File: src/rtl/lfsr_scrambler_gen.sv
// Additive scrambler/descrambler around a Galois LFSR with shadowed seed, frame restart and periodic reseed.
// Optional register readback is compiled in by defining LFSR_SCRAMBLER_READBACK_EN.
module lfsr_scrambler_gen #(
  parameter int unsigned           POLY_WIDTH    = 212,
  parameter int unsigned           NUM_OF_STEPS  = 12,
  parameter logic [POLY_WIDTH-1:0] TAP_MASK      = (POLY_WIDTH'(1) << 8'd181) | (POLY_WIDTH'(1) << 8'd158) |
                                                   (POLY_WIDTH'(1) << 8'd127) | (POLY_WIDTH'(1) << 8'd92)  |
                                                   (POLY_WIDTH'(1) << 8'd83)  | POLY_WIDTH'(1),
  parameter logic [POLY_WIDTH-1:0] SEED_INIT     = POLY_WIDTH'(1),
  parameter logic [11:0]           BASE_ADDR     = 12'h0de,
  parameter logic [15:0]           RESEED_PERIOD = 16'd1024
) (
  input  logic                    clk,
  input  logic                    rst_n,
  input  logic                    write,
  input  logic                    read,
  input  logic [11:0]             addr,
  input  logic [31:0]             lfsrdin,
  output logic [31:0]             rdata,
  input  logic                    frame_start,
  input  logic                    s_valid,
  output logic                    s_ready,
  input  logic [NUM_OF_STEPS-1:0] s_data,
  output logic                    m_valid,
  input  logic                    m_ready,
  output logic [NUM_OF_STEPS-1:0] m_data,
  output logic [POLY_WIDTH-1:0]   dout
);

  localparam int unsigned W         = POLY_WIDTH;
  localparam int unsigned N         = NUM_OF_STEPS;
  localparam int unsigned NUM_WORDS = (W + 31) / 32;
  localparam int unsigned PAD_W     = NUM_WORDS * 32;
  localparam logic [11:0] TOP_OFF   = 12'(NUM_WORDS - 1);
  localparam logic [11:0] CTRL_OFF  = 12'(NUM_WORDS);
  localparam logic [11:0] BEAT_OFF  = 12'(NUM_WORDS + 1);

  logic [W-1:0]     state_q, state_d;
  logic [W-1:0]     shadow_q, shadow_d;
  logic [W-1:0]     adv_s;
  logic [PAD_W-1:0] shadow_ext_s, shadow_pad_s;
  logic [1:0]       ctrl_q, ctrl_d;
  logic [15:0]      cnt_q, cnt_d;
  logic             m_valid_q, m_valid_d;
  logic [N-1:0]     m_data_q, m_data_d, ks_s;
  logic [11:0]      offset_s;
  logic             seed_wr_s, commit_s, ctrl_wr_s, accept_s, reseed_s, bypass_s;

  function automatic logic [W-1:0] lfsr_step(input logic [W-1:0] s);
    lfsr_step = {s[W-2:0], 1'b0} ^ ({W{s[W-1]}} & TAP_MASK);
  endfunction

  assign s_ready = !m_valid_q || m_ready;
  assign m_valid = m_valid_q;
  assign m_data  = m_data_q;
  assign dout    = state_q;

  // Register decode and stream handshake qualifiers
  always_comb begin
    offset_s  = addr - BASE_ADDR;
    seed_wr_s = write && (offset_s < CTRL_OFF);
    commit_s  = write && (offset_s == TOP_OFF);
    ctrl_wr_s = write && (offset_s == CTRL_OFF);
    bypass_s  = ctrl_q[0];
    accept_s  = s_valid && s_ready;
    reseed_s  = accept_s && ctrl_q[1] && (cnt_q == (RESEED_PERIOD - 16'd1));
  end

  // Merge a seed word into the shadow; bits above W-1 fall off the top word
  always_comb begin
    shadow_ext_s          = '0;
    shadow_ext_s[W-1:0]   = shadow_q;
    shadow_pad_s          = shadow_ext_s;
    for (int k = 0; k < NUM_WORDS; k++) begin
      if (seed_wr_s && (offset_s == 12'(k))) shadow_pad_s[k*32 +: 32] = lfsrdin;
      else                                    shadow_pad_s[k*32 +: 32] = shadow_ext_s[k*32 +: 32];
    end
    shadow_d = shadow_pad_s[W-1:0];
  end

  // Keystream bit j is the MSB before step j
  always_comb begin
    adv_s = state_q;
    ks_s  = '0;
    for (int j = 0; j < N; j++) begin
      ks_s[j] = adv_s[W-1];
      adv_s   = lfsr_step(adv_s);
    end
  end

  // Next-state selection: commit > frame_start > auto-reseed > advance > hold
  always_comb begin
    state_d   = state_q;
    cnt_d     = cnt_q;
    ctrl_d    = ctrl_q;
    m_valid_d = m_valid_q;
    m_data_d  = m_data_q;
    if (commit_s)                    state_d = shadow_d;
    else if (frame_start)            state_d = shadow_q;
    else if (reseed_s && !bypass_s)  state_d = shadow_q;
    else if (accept_s && !bypass_s)  state_d = adv_s;
    else                             state_d = state_q;
    if (commit_s)      cnt_d = 16'd0;
    else if (reseed_s) cnt_d = 16'd0;
    else if (accept_s) cnt_d = cnt_q + 16'd1;
    else               cnt_d = cnt_q;
    if (ctrl_wr_s) ctrl_d = lfsrdin[1:0];
    else           ctrl_d = ctrl_q;
    if (accept_s) begin
      m_valid_d = 1'b1;
      m_data_d  = bypass_s ? s_data : (s_data ^ ks_s);
    end else if (m_ready) begin
      m_valid_d = 1'b0;
    end else begin
      m_valid_d = m_valid_q;
    end
  end

  // State, shadow, control, counter and output registers
  always_ff @(posedge clk) begin
    if (!rst_n) begin
      state_q   <= SEED_INIT;
      shadow_q  <= SEED_INIT;
      ctrl_q    <= 2'd0;
      cnt_q     <= 16'd0;
      m_valid_q <= 1'b0;
      m_data_q  <= '0;
    end else begin
      state_q   <= state_d;
      shadow_q  <= shadow_d;
      ctrl_q    <= ctrl_d;
      cnt_q     <= cnt_d;
      m_valid_q <= m_valid_d;
      m_data_q  <= m_data_d;
    end
  end

`ifdef LFSR_SCRAMBLER_READBACK_EN
  logic [PAD_W-1:0] state_ext_s;
  logic [31:0]      rdata_d, rdata_q;

  // Readback mux: live state words, control bits, beat counter
  always_comb begin
    state_ext_s        = '0;
    state_ext_s[W-1:0] = state_q;
    rdata_d            = 32'd0;
    if (offset_s == CTRL_OFF) begin
      rdata_d = {30'd0, ctrl_q};
    end else if (offset_s == BEAT_OFF) begin
      rdata_d = {16'd0, cnt_q};
    end else begin
      for (int k = 0; k < NUM_WORDS; k++) begin
        if (offset_s == 12'(k)) rdata_d = state_ext_s[k*32 +: 32];
        else                    rdata_d = rdata_d;
      end
    end
  end

  // Read data register holds until the next read
  always_ff @(posedge clk) begin
    if (!rst_n)    rdata_q <= 32'd0;
    else if (read) rdata_q <= rdata_d;
    else           rdata_q <= rdata_q;
  end

  assign rdata = rdata_q;
`else
  logic unused_read_s;
  assign unused_read_s = read;
  assign rdata         = 32'd0;
`endif

endmodule

File: config.mk
export PLATFORM = sky130hd
export DESIGN_NAME = lfsr_scrambler_gen
export DESIGN_NICKNAME = d
export VERILOG_FILES = /design/src/rtl/lfsr_scrambler_gen.sv
export SDC_FILE = /design/constraint.sdc
export NUM_CORES = 1
export LEC_CHECK = 0
export CAP_MARGIN = 20
export CORE_ASPECT_RATIO = 2
export CORE_UTILIZATION = 35
export DETAILED_ROUTE_END_ITERATION = 10
export PLACE_DENSITY = 0.56
export SLEW_MARGIN = 20
export SYNTH_ARGS = -nofsm -noshare
export SYNTH_HDL_FRONTEND = slang
export SYNTH_SLANG_ARGS = --single-unit
File: constraint.sdc
create_clock -name clk -period 3.5 [get_ports clk]
set_clock_uncertainty 0.15 [all_clocks]
set_input_delay 0.7 -clock clk [delete_from_list [all_inputs] [get_ports clk]]
set_output_delay 0.7 -clock clk [all_outputs]
set_load 0.02 [all_outputs]
==> summary.txt <==
Clocking
  • Total CTS buffers: 43
  • CTS Hold Bufs: 0
  • Cts repair resizes: 0
  • Worst-case clock buffer depth: 3
  • CTS root buffer: clkbuf_16
  • Worst skew pair latency: 0.57 ns
  • Reg clk slew, reported paths: 0.07 ns
  • Post-CTS setup buffer count: 0
  • TritonCTS clock tree: yes
  • # H-tree levels: 2
  • TritonCTS Sinks: 455

STA
  • Worst Tran Pin Value: 1.04 ns
  • Final setup vio count: 0
  • Max Slew Vio Count: 0
  • Fin crit share: 0.882
  • Hold_ws: 0.300 ns
  • Relative slew slack: 0.301
  • Final Critical Period: 3.09 ns
  • Fmax: 324 MHz
  • RSZ-0062 raised after global routing: no
  • Final hold violation count: 0
  • Setup TNS: 0 ns

Power and ir drop
  • Pleak: 9.42 nW
  • Pwr/cell area: 486 nW/um2
  • Max IR drop VDD: 0.329 mV

Synth
  • Avg Cell Area, Syn: 8.79 um2
  • Seq cells post-synth: 455
  • Primary FF master, synth: dfxtp_1
  • Synth unique cells: 59
  • Asr flop ratio synth: 0
  • Post-Synthesis Cells: 2,251
  • Sequential area share after synthesis: 0.460
  • Ys Warns: 0
  • Post-synth EDFFs: 0
  • Synth Cell Area: 19,800 um2

Setup path
  • CP Data Required Time: 3.78 ns
  • Crit path DAT: 3.37 ns
  • Startpoint types: input port
  • CP Capture Type: register
  • Crit-path max FO: 32
  • Setup CP Type: in -> reg

Routing
  • # DRC: 0
  • Pre-antenna DRT Iters: 7
  • DR vias/cell: 5.82
  • Aggregate routed wire length: 86.7 mm
  • Via count: 18,800
  • Remaining antenna violation count: 0
  • Wire length per cell: 26.8 um
  • Initial DRC count: 1,779

Global route
  • Initial antenna violation count: 0
  • GR Util All Layers: 0.295
  • Largest net degree at the start of global routing: 98
  • First-pass GRT wire length: 124 mm
  • Vias in the first global route: 18,100
  • Grt ovf: 0

Cells and area
  • Most common cell after layout, fill and taps aside: dfxtp_1
  • Filler cell count: 5,434
  • Most frequent cells in the layout: dfxtp_1 (455), clkdlybuf4s50_1 (286), nand2_1 (257)
  • Layout cell share with drive strength beyond 1: 0.0891
  • Final nets: 2,525
  • Antenna Cells: 0
  • Area Overhead vs Synth: 27.8%

Status
  • Status: complete, no violations

Place
  • I/O Buffers: 287
  • DP HPWL: 60.1 mm
  • Final GP Congestion: 0.891

Die
  • Die X: 170 um
  • Row cnt: 122
  • Die ar.: 57,500 um2
  • I/O pin total: 321
  • Die height: 338 um
  • Core Box Area: 55,600 um2
  • Initial core utilization: 0.356

Job
  • Max_cap viols: 0

Min path
  • Worst hold path class: reg -> reg
## final cells by class
class	count	area (um2)	area share
inverter	6	27.5	0.00109
tap	744	931	0.0368
clock buffer	64	1360	0.0537
clock inverter	13	176	0.00698
timing repair buffer	383	4000	0.158
sequential	455	9110	0.360
multi-input combinational	1571	9680	0.383
## metrics by stage
stage	utilization	total power [mW]	instance area (um2)	setup slack, ns	cells
6_report	0.455	12.3	25300	0.413	3236
5_1_grt	0.455	12.6	25300	0.375	3236
4_1_cts	0.455	12.3	25300	0.486	3236
3_5_place_dp	0.428	7.28	23800	-0.0770	3159
3_3_place_gp	0.428	7.26	23800	-0.0229	3159
2_1_floorplan	-	6.40	19900	0.637	2282
## final timing paths
check                  end           from  cells after the start  slack (ns)
min          shadow_q[200]  shadow_q[200]                      2        0.30
max reg2reg      dout[195]      cnt_q[11]                      7        0.76
min reg2reg  shadow_q[200]  shadow_q[200]                      2        0.30
max               dout[14]        addr[9]                      8        0.41
## metal layers
layer | vias to the layer above | routed length [um] | track usage
li1 | 8442 | - | -
met1 | 9192 | 31800 | 0.334
met2 | 959 | 40900 | 0.485
met3 | 239 | 6470 | 0.0545
met4 | 0 | 7570 | 0.227
met5 | - | 0 | 0
## critical path, cell delays in order
cell	delay, ns
clkdlybuf4s50_1	0.41
or4b_1	0.57
nor4b_4	0.47
nand3_1	0.21
nor2_4	0.22
buf_12	0.28
mux2i_1	0.30
o32ai_1	0.14
## synth_stat cells, drive strengths merged, types with 21 or more instances
master	instances	area (um2)
dfxtp	455	9110
nand2	259	977
nor2	210	798
a21oi	186	931
clkbuf	152	571
mux2i	145	1450
nand3	106	531
o22ai	100	626
buf	98	578
xnor2	66	578
o21ai	62	314
o221ai	53	464
o32ai	49	437
a21o	43	323
a31o	38	333
o2bb2ai	31	272
o211ai	26	195
or3	23	144
xor2	21	184
## power by group
part           total, mW  internal [mW]  leakage, nW  switching [mW]
clock               5.12           2.98        0.754            2.14
combinational       1.68          0.652         4.97            1.03
sequential          5.50           5.31         3.69           0.188
total               12.3           8.94         9.42            3.36
## sequential cells by signal (all words and copies together) (netlist names)
signal	flops
ctrl_q	2
dout	212
shadow_q	212
m_valid	1
cnt_q	16
m_data	12
## cells by family after synthesis
kind of cell / after synthesis / synth area share
simple gates: 654 / 0.144
compound gates: 650 / 0.223
flops: 455 / 0.460
buf+inv: 256 / 0.0592
mux: 146 / 0.0739
xor+xnor: 87 / 0.0385
fa+ha+maj: 2 / 0.00126
other cells: 1 / 0.000190
Note: power is estimated with default switching activity, not from simulation.
